File: config.mk
export PLATFORM = sky130hd
export DESIGN_NAME = blink_scheduler
export DESIGN_NICKNAME = d
export VERILOG_FILES = /design/src/rtl/blink_scheduler.sv
export SDC_FILE = /design/constraint.sdc
export NUM_CORES = 1
export LEC_CHECK = 0
export CAP_MARGIN = 15
export CORE_ASPECT_RATIO = 0.6
export CORE_UTILIZATION = 35
export CTS_BUF_LIST = sky130_fd_sc_hd__clkbuf_8
export CTS_CLUSTER_DIAMETER = 100
export CTS_CLUSTER_SIZE = 14
export DETAILED_ROUTE_END_ITERATION = 8
export PLACE_DENSITY_LB_ADDON = 0.15
export SYNTH_ARGS = -nofsm -noshare
export SYNTH_HDL_FRONTEND = slang
export SYNTH_SLANG_ARGS = --single-unit
File: constraint.sdc
create_clock -name clk -period 1.75 [get_ports clk]
set_input_delay 0.35 -clock clk [delete_from_list [all_inputs] [get_ports clk]]
set_output_delay 0.35 -clock clk [all_outputs]
set_load 0.005 [all_outputs]
File: src/rtl/blink_scheduler.sv
// blink_scheduler: button-driven mode controller scheduling three tick-divided blink channels onto led[2:0]
// Ports: clk - system clock; rst_n - async active-low reset; button_in - raw button, low = pressed;
//        led - registered LED drive, 1 = on; mode - current mode (0 ALL, 1 CHASE, 2 SYNC, 3 OFF)
module blink_scheduler #(
    parameter int TICK_CYCLES     = 1000000,
    parameter int DIV0            = 100,
    parameter int DIV1            = 10,
    parameter int DIV2            = 1,
    parameter int DEBOUNCE_CYCLES = 1000000
) (
    input  logic       clk,
    input  logic       rst_n,
    input  logic       button_in,
    output logic [2:0] led,
    output logic [1:0] mode
);
    typedef enum logic [1:0] {ALL, CHASE, SYNC, OFF} mode_t;
    localparam int TW = TICK_CYCLES > 1 ? $clog2(TICK_CYCLES) : 1;
    localparam int DW = DEBOUNCE_CYCLES > 1 ? $clog2(DEBOUNCE_CYCLES) : 1;
    mode_t state, state_nx;
    logic s1, btn_s, stable, stable_d, press, tick;
    logic [DW-1:0] db_cnt;
    logic [TW-1:0] presc;
    logic [2:0] ch, ev, pos;
    // press is taken from the delayed stable level so it fires the cycle after stable falls
    always_ff @(posedge clk or negedge rst_n) begin
        if (!rst_n) begin
            s1 <= 1'b1;
            btn_s <= 1'b1;
            stable <= 1'b1;
            stable_d <= 1'b1;
            press <= 1'b0;
            db_cnt <= '0;
        end else begin
            s1 <= button_in;
            btn_s <= s1;
            stable_d <= stable;
            press <= stable_d & ~stable;
            if (btn_s == stable)
                db_cnt <= '0;
            else if (db_cnt == DW'(DEBOUNCE_CYCLES - 1)) begin
                stable <= btn_s;
                db_cnt <= '0;
            end else
                db_cnt <= db_cnt + 1'b1;
        end
    end
    always_ff @(posedge clk or negedge rst_n) begin
        if (!rst_n)
            state <= ALL;
        else
            state <= state_nx;
    end
    always_comb begin
        state_nx = state;
        if (press)
            state_nx = mode_t'(state + 2'd1);
    end
    assign mode = state;
    assign tick = presc == TW'(TICK_CYCLES - 1);
    // a mode write (press) clears the whole timebase and wins over any tick in the same cycle
    always_ff @(posedge clk or negedge rst_n) begin
        if (!rst_n) begin
            presc <= '0;
            pos <= 3'b001;
        end else if (press) begin
            presc <= '0;
            pos <= 3'b001;
        end else begin
            presc <= tick ? '0 : presc + 1'b1;
            if (ev[0])
                pos <= {pos[1:0], pos[2]};
        end
    end
    for (genvar k = 0; k < 3; k++) begin : g_ch
        localparam int D = k == 0 ? DIV0 : (k == 1 ? DIV1 : DIV2);
        localparam int W = D > 1 ? $clog2(D) : 1;
        logic [W-1:0] cnt;
        logic t;
        assign ev[k] = tick && cnt == W'(D - 1);
        assign ch[k] = t;
        always_ff @(posedge clk or negedge rst_n) begin
            if (!rst_n) begin
                cnt <= '0;
                t <= 1'b0;
            end else if (press) begin
                cnt <= '0;
                t <= 1'b0;
            end else if (ev[k]) begin
                cnt <= '0;
                t <= ~t;
            end else if (tick)
                cnt <= cnt + 1'b1;
        end
    end
    always_ff @(posedge clk or negedge rst_n) begin
        if (!rst_n)
            led <= 3'b000;
        else
            led <= state == ALL ? ch : state == CHASE ? pos : state == SYNC ? {3{ch[2]}} : 3'b000;
    end
endmodule

Yosys cells after proc, flatten, opt, wreduce, memory -nomap -nowiden:

Cells that the tools add are included.

* register bits after elaboration: 68
* input bits: 3
* output and inout bits: 5
* logic and storage cells: 71

* add/subtract/negate cells: 6
* eq/ne operators: 7
* multiplexer cells: 24
* bitwise logic cells: 7
* reductions and logical operators: 11

Operators by type and width (number)
* $mux W20: 4
* $add A20 B1 Y20 const B: 2
* $eq A20 B20 Y1 const B: 2
* $mux W7: 3
* $mux W3: 5
* $mux W4: 3
* $mux W1: 9
* $reduce_bool A3 Y1: 3
* $add A7 B1 Y7 const B: 1
* $eq A7 B7 Y1 const B: 1
* $not A1 Y1: 6
* $reduce_bool A2 Y1: 3
* $add A4 B1 Y4 const B: 1
* $eq A4 B4 Y1 const B: 1
* $logic_and A1 B1 Y1: 3
* $add A2 B1 Y2 const B: 1
* $eq A2 B1 Y1 const B: 1
* $eq A2 B2 Y1 const B: 1
* $logic_not A2 Y1: 1
* $reduce_and A2 Y1: 1
* $add A1 B1 Y1 const B: 1
* $and A1 B1 Y1: 1
* $eq A1 B1 Y1: 1

Depth between registers and ports, before layout:

* word-level depth: 4
* gate-level depth with buffers: 8
* depth with buffers taken out: 7

Least setup slack after synthesis:

OpenSTA, ideal clock, no wires.

* kind: register to register
* start point: register presc[0]
* end point: register presc[10]
* library setup time: 0.119 ns
* data arrival time: 1.743 ns
* required time: 1.631 ns
* path slack: -0.112 ns
* stages on the path, launching flop included: 9
* path buffers: 2
* period minus slack after synthesis: 1.862 ns
* cell sequence: dfrtp_1 -> ha_1 -> nand3_2 -> nor4_4 -> nand2_1 -> buf_2 -> nand2_2 -> buf_4 -> nor2_1

* longest elaborated chain between the ends: 3
* elaborated cells between the ends (all ways): 4
* those cells by class: add/sub (1); eq/ne (1); mux (2)

Ends and longest elaborated chain
* start: declaration: RTL line 23 `logic [TW-1:0] presc;`
* start signal: assignment: RTL line 70 `presc <= tick ? '0 : presc + 1'b1;`
* $add A20 B1 Y20 / $eq A20 B20 Y1 (equally long branches): RTL line 70, 60
* $mux W20 *: RTL line 70
* $mux W20 *: RTL line 66 `end else if (press) begin`

Every way passes the cells marked *; elsewhere a longest branch is shown, timed or not.
A chain may end at the register's enable or synchronous reset.

Worst setup path in the final report:

* start point: register presc[0]
* end point: register g_ch[0].cnt[4]

* longest elaborated chain between the ends: 4
* elaborated cells between the ends (all ways): 5
* those cells by class: eq/ne (1); mux (2); reduce/logical (2)

Ends and longest elaborated chain
* $eq A20 B20 Y1 *: RTL line 60 `assign tick = presc == TW'(TICK_CYCLES - 1);`
* $logic_and A1 B1 Y1: RTL line 80 `assign ev[k] = tick && cnt == W'(D - 1);`
* $mux W7: RTL line 89 `end else if (ev[k]) begin`
* $mux W7: RTL line 86 `end else if (press) begin`
* end signal: assignment: RTL line 93 `cnt <= cnt + 1'b1;`
* end: declaration: RTL line 78 `logic [W-1:0] cnt;`

Marked as above.

==> summary.md <==
| Metric | Value |
|---|---|
| Status | `finished, violations left` |
| Setup crit start | `presc[0]` |
| Core Area | `approximately 0.0087 mm2` |
| Share of layout cells above drive strength 1 | `a little under a quarter` |
| Ant. Diodes | `0` |
| #FFs+latches synth | `68` |
| Die Y | `roughly 76 um` |
| Adder-cell share of the synthesized area | `3.15%` |
| Leakage power | `approximately 0.0019 uW` |
| Post-Synth XOR/XNOR Area | `about 11%` |
| Antenna Nets Post-Route | `0` |
| Simple-gate share of the synthesized area | `between 20% and 30%` |
| MaxCap Viol Count | `0` |
| Most area-hungry cell type in the Yosys netlist | `dfrtp_1` |
| Crit Reg-Reg Startpoint | `presc[0]` |
| Syn Inst Count | `314` |
| Skew final | `around 0.009 ns` |
| Seq/Total Area, Yosys | `between 50% and 60%` |
| Synthesized net count | `325` |
| Most frequent cells in the layout | `63 x dfrtp_1, 60 x nor2_1, 33 x buf_4` |
| Clock sink total | `68` |
| Yosys cell types | `38` |
| Min Tclk post-route | `approximately 1.8 ns` |
| DRC Markers | `0` |
| Area occupied by multi-input gates | `about 0.0016 mm2` |
| Global Route Usage Sum | `between 10% and 20%` |
| Peak supply drop | `between 0.0004 and 0.0005 V` |
| Vias | `around 2300` |
| Buffers on Ports | `7` |
| H-tree depth | `3` |
| Worst hold path class | `input port to async pin` |
| CP max FO | `3` |
| Synthesis Warnings | `0` |
| Worst path required time | `slightly above 2 ns` |
| Root buffer cell | `clkbuf_8` |
| Critical path arrival | `2.11 ns` |
| Row cnt | `26` |
| Failing checks | `setup timing` |
| Reg area | `0.00171 mm2` |
| Drt first pass iters | `4` |
| Critical path type | `flip-flop to flip-flop` |
| Synthesized area | `0.00317 mm2` |
| Initial Util | `approximately 37%` |
| Slew @ Worst Pin | `approximately 0.45 ns` |
| Post-synthesis mux area share | `~1.6%` |
| Area added between synthesis and finish | `28.9%` |
| Largest family of logic cells by synthesized area | `simple AND/OR/NAND/NOR gates` |
| Fillers | `805` |
| Setup crit end kind | `flip-flop` |
| Finished Cell Area | `between 0.004 and 0.005 mm2` |
| Max Clk Rate | `about 550 MHz` |
| Die X | `125 um` |
| PwrDens | `829 mW/mm2` |
| CTS tree | `done` |
| Final setup viols | `8` |
| Global-route wire length before repair | `11.0 mm` |
| Average wire per standard cell | `13.8 um` |
| Most common cell after layout, fill and taps aside | `dfrtp_1` |
| Starting DRT DRC Count | `between 150 and 200` |
| Tcrit/Tclk final | `104%` |
| GP Congestion | `0.772` |
| Ranking of synthesized cells by area | `dfrtp_1 50%, nor2_1 7.1%, xor2_1 6.3%, xnor2_1 4.7%, dfstp_2 4.1%` |
| PnR Total Power | `around 3400 uW` |
| Total CTS buffers | `9` |
| Post-synth top flop | `dfrtp_1` |
| Die ar. | `between 0.009 and 0.01 mm2` |
| Worst-Skew Late Latency | `approximately 0.35 ns` |
| Fin nets | `between 300 and 400` |
| RSZ-0062 raised after global routing | `true` |
| Io pins | `8` |
| Initial antenna violation count | `0` |
| Worst hold slack | `0.00380 ns` |
| CTS max path bufs | `2` |
| Vias in the first global route | `2150` |
| Congestion Overflow GR | `0` |
| CTS clock-pin slew for the worst setup and hold paths | `~0.07 ns` |
| Slew HR | `between 70 and 80%` |
| Hold Vio Cnt, Final | `0` |
| Max Slew Vio Count | `0` |
| EDFF count, synth | `0` |
| WL final | `between 6 and 7 mm` |
| Hold_buf cts | `0` |
| Ys async rst share | `100%` |
| Detailed Place HPWL | `between 4 and 5 mm` |
| Largest net degree at the start of global routing | `slightly below 70` |
| Post-DP Area | `around 0.0036 mm2` |
| Synth Area in Compound Gates | `4.77%` |
| Synth top area share | `around half` |
| Average cell area after synthesis | `a little over 10 um2` |
| Critical Path Start Type | `flip-flop` |
| Setup WS post-layout | `-0.0696 ns` |
| Via-to-Cell Ratio | `about 4.8` |
-- stage by stage --
step	setup TNS [ns]	setup slack [ns]	utilization [%]	instances
6_report	-0.308	-0.0696	47.3	482
5_1_grt	-1.59	-0.156	47.3	482
2_1_floorplan	0	0.00662	-	314
3_5_place_dp	-1.86	-0.149	41.7	458
3_3_place_gp	-0.384	-0.0813	41.7	458
4_1_cts	-0.0481	-0.0481	45.2	475
-- worst paths after layout --
| check | end | slack (ns) | cells past startpoint |
|---|---|---|---|
| worst min-delay path | presc[8] | 0.004 | 2 |
| max in group asynchronous | stable | 1.40 | 2 |
| min in group clk | btn_s | 0.36 | 0 |
| worst max register to register | g_ch[0].cnt[4] | -0.07 | 7 |
| worst max-delay path | g_ch[0].cnt[4] | -0.07 | 7 |
| worst min register to register | btn_s | 0.36 | 0 |
-- worst max-delay path, cell delays in order, from the launching register on --
cell	delay, ns
dfrtp_1	0.39
ha_4	0.16
nand3_4	0.09
nor4_4	0.30
buf_4	0.19
a21oi_4	0.06
or4_1	0.51
nand2_1	0.07
-- cells by family after synthesis --
| group | count (synthesis) |
|---|---|
| and+or+nand+nor | 153 |
| buffers and inverters | 14 |
| adders and majority gates | 8 |
| DFF | 68 |
| xor gates and xnor gates | 40 |
| AOI/OAI and AO/OA | 26 |
| muxes | 5 |
-- state kept, by name, indices dropped and copies added, names as in the netlist, 2 cells and up --
signal / count
presc: 20
mode: 2
led: 3
db_cnt: 20
g_ch.cnt: 12
g_ch.t: 3
pos: 3
-- final cells by class --
cell class	instances	area share [%]
clock buffer	10	3.36
clock inverter	6	3.30
inverter	8	0.734
multi-input combinational	233	38.0
sequential	68	41.7
tap	112	3.42
timing repair buffer	45	9.45
-- metal layers --
layer / GRT usage [%] / vias to the layer above / part of all wire [%]
met1: 23.8 / 1086 / 58
li1: - / 1178 / -
met3: 5.48 / 4 / 2.8
met5: 0 / - / 0
met2: 19.9 / 29 / 38
met4: 5.69 / 0 / 0.60
-- what timing repair did --
action | in CTS | in global routing
gates resized for setup | 6 | 25
buffers inserted | 1 | 6
endpoints found under the setup margin | 29 | 54
cloned | 0 | 1
pin swaps | 3 | 11
hold endpoints to repair | 0 | 0
-- cells in the mapped netlist (all sizes together) (6+ instances only) --
cell type  number
o21ai          10
dfrtp          63
nor4            6
ha              8
nand3          24
xor2           23
xnor2          17
nand4           6
nor2           60
a21oi           9
nand2          24
inv             8
-- report_power, final --
part | internal [uW] | switching, uW | leakage, uW
clock | 1130 | 615 | 0.000129
combinational | 18.6 | 42.5 | 0.000822
sequential | 1580 | 6.31 | 0.000915
Note: power is estimated with default switching activity, not from simulation.
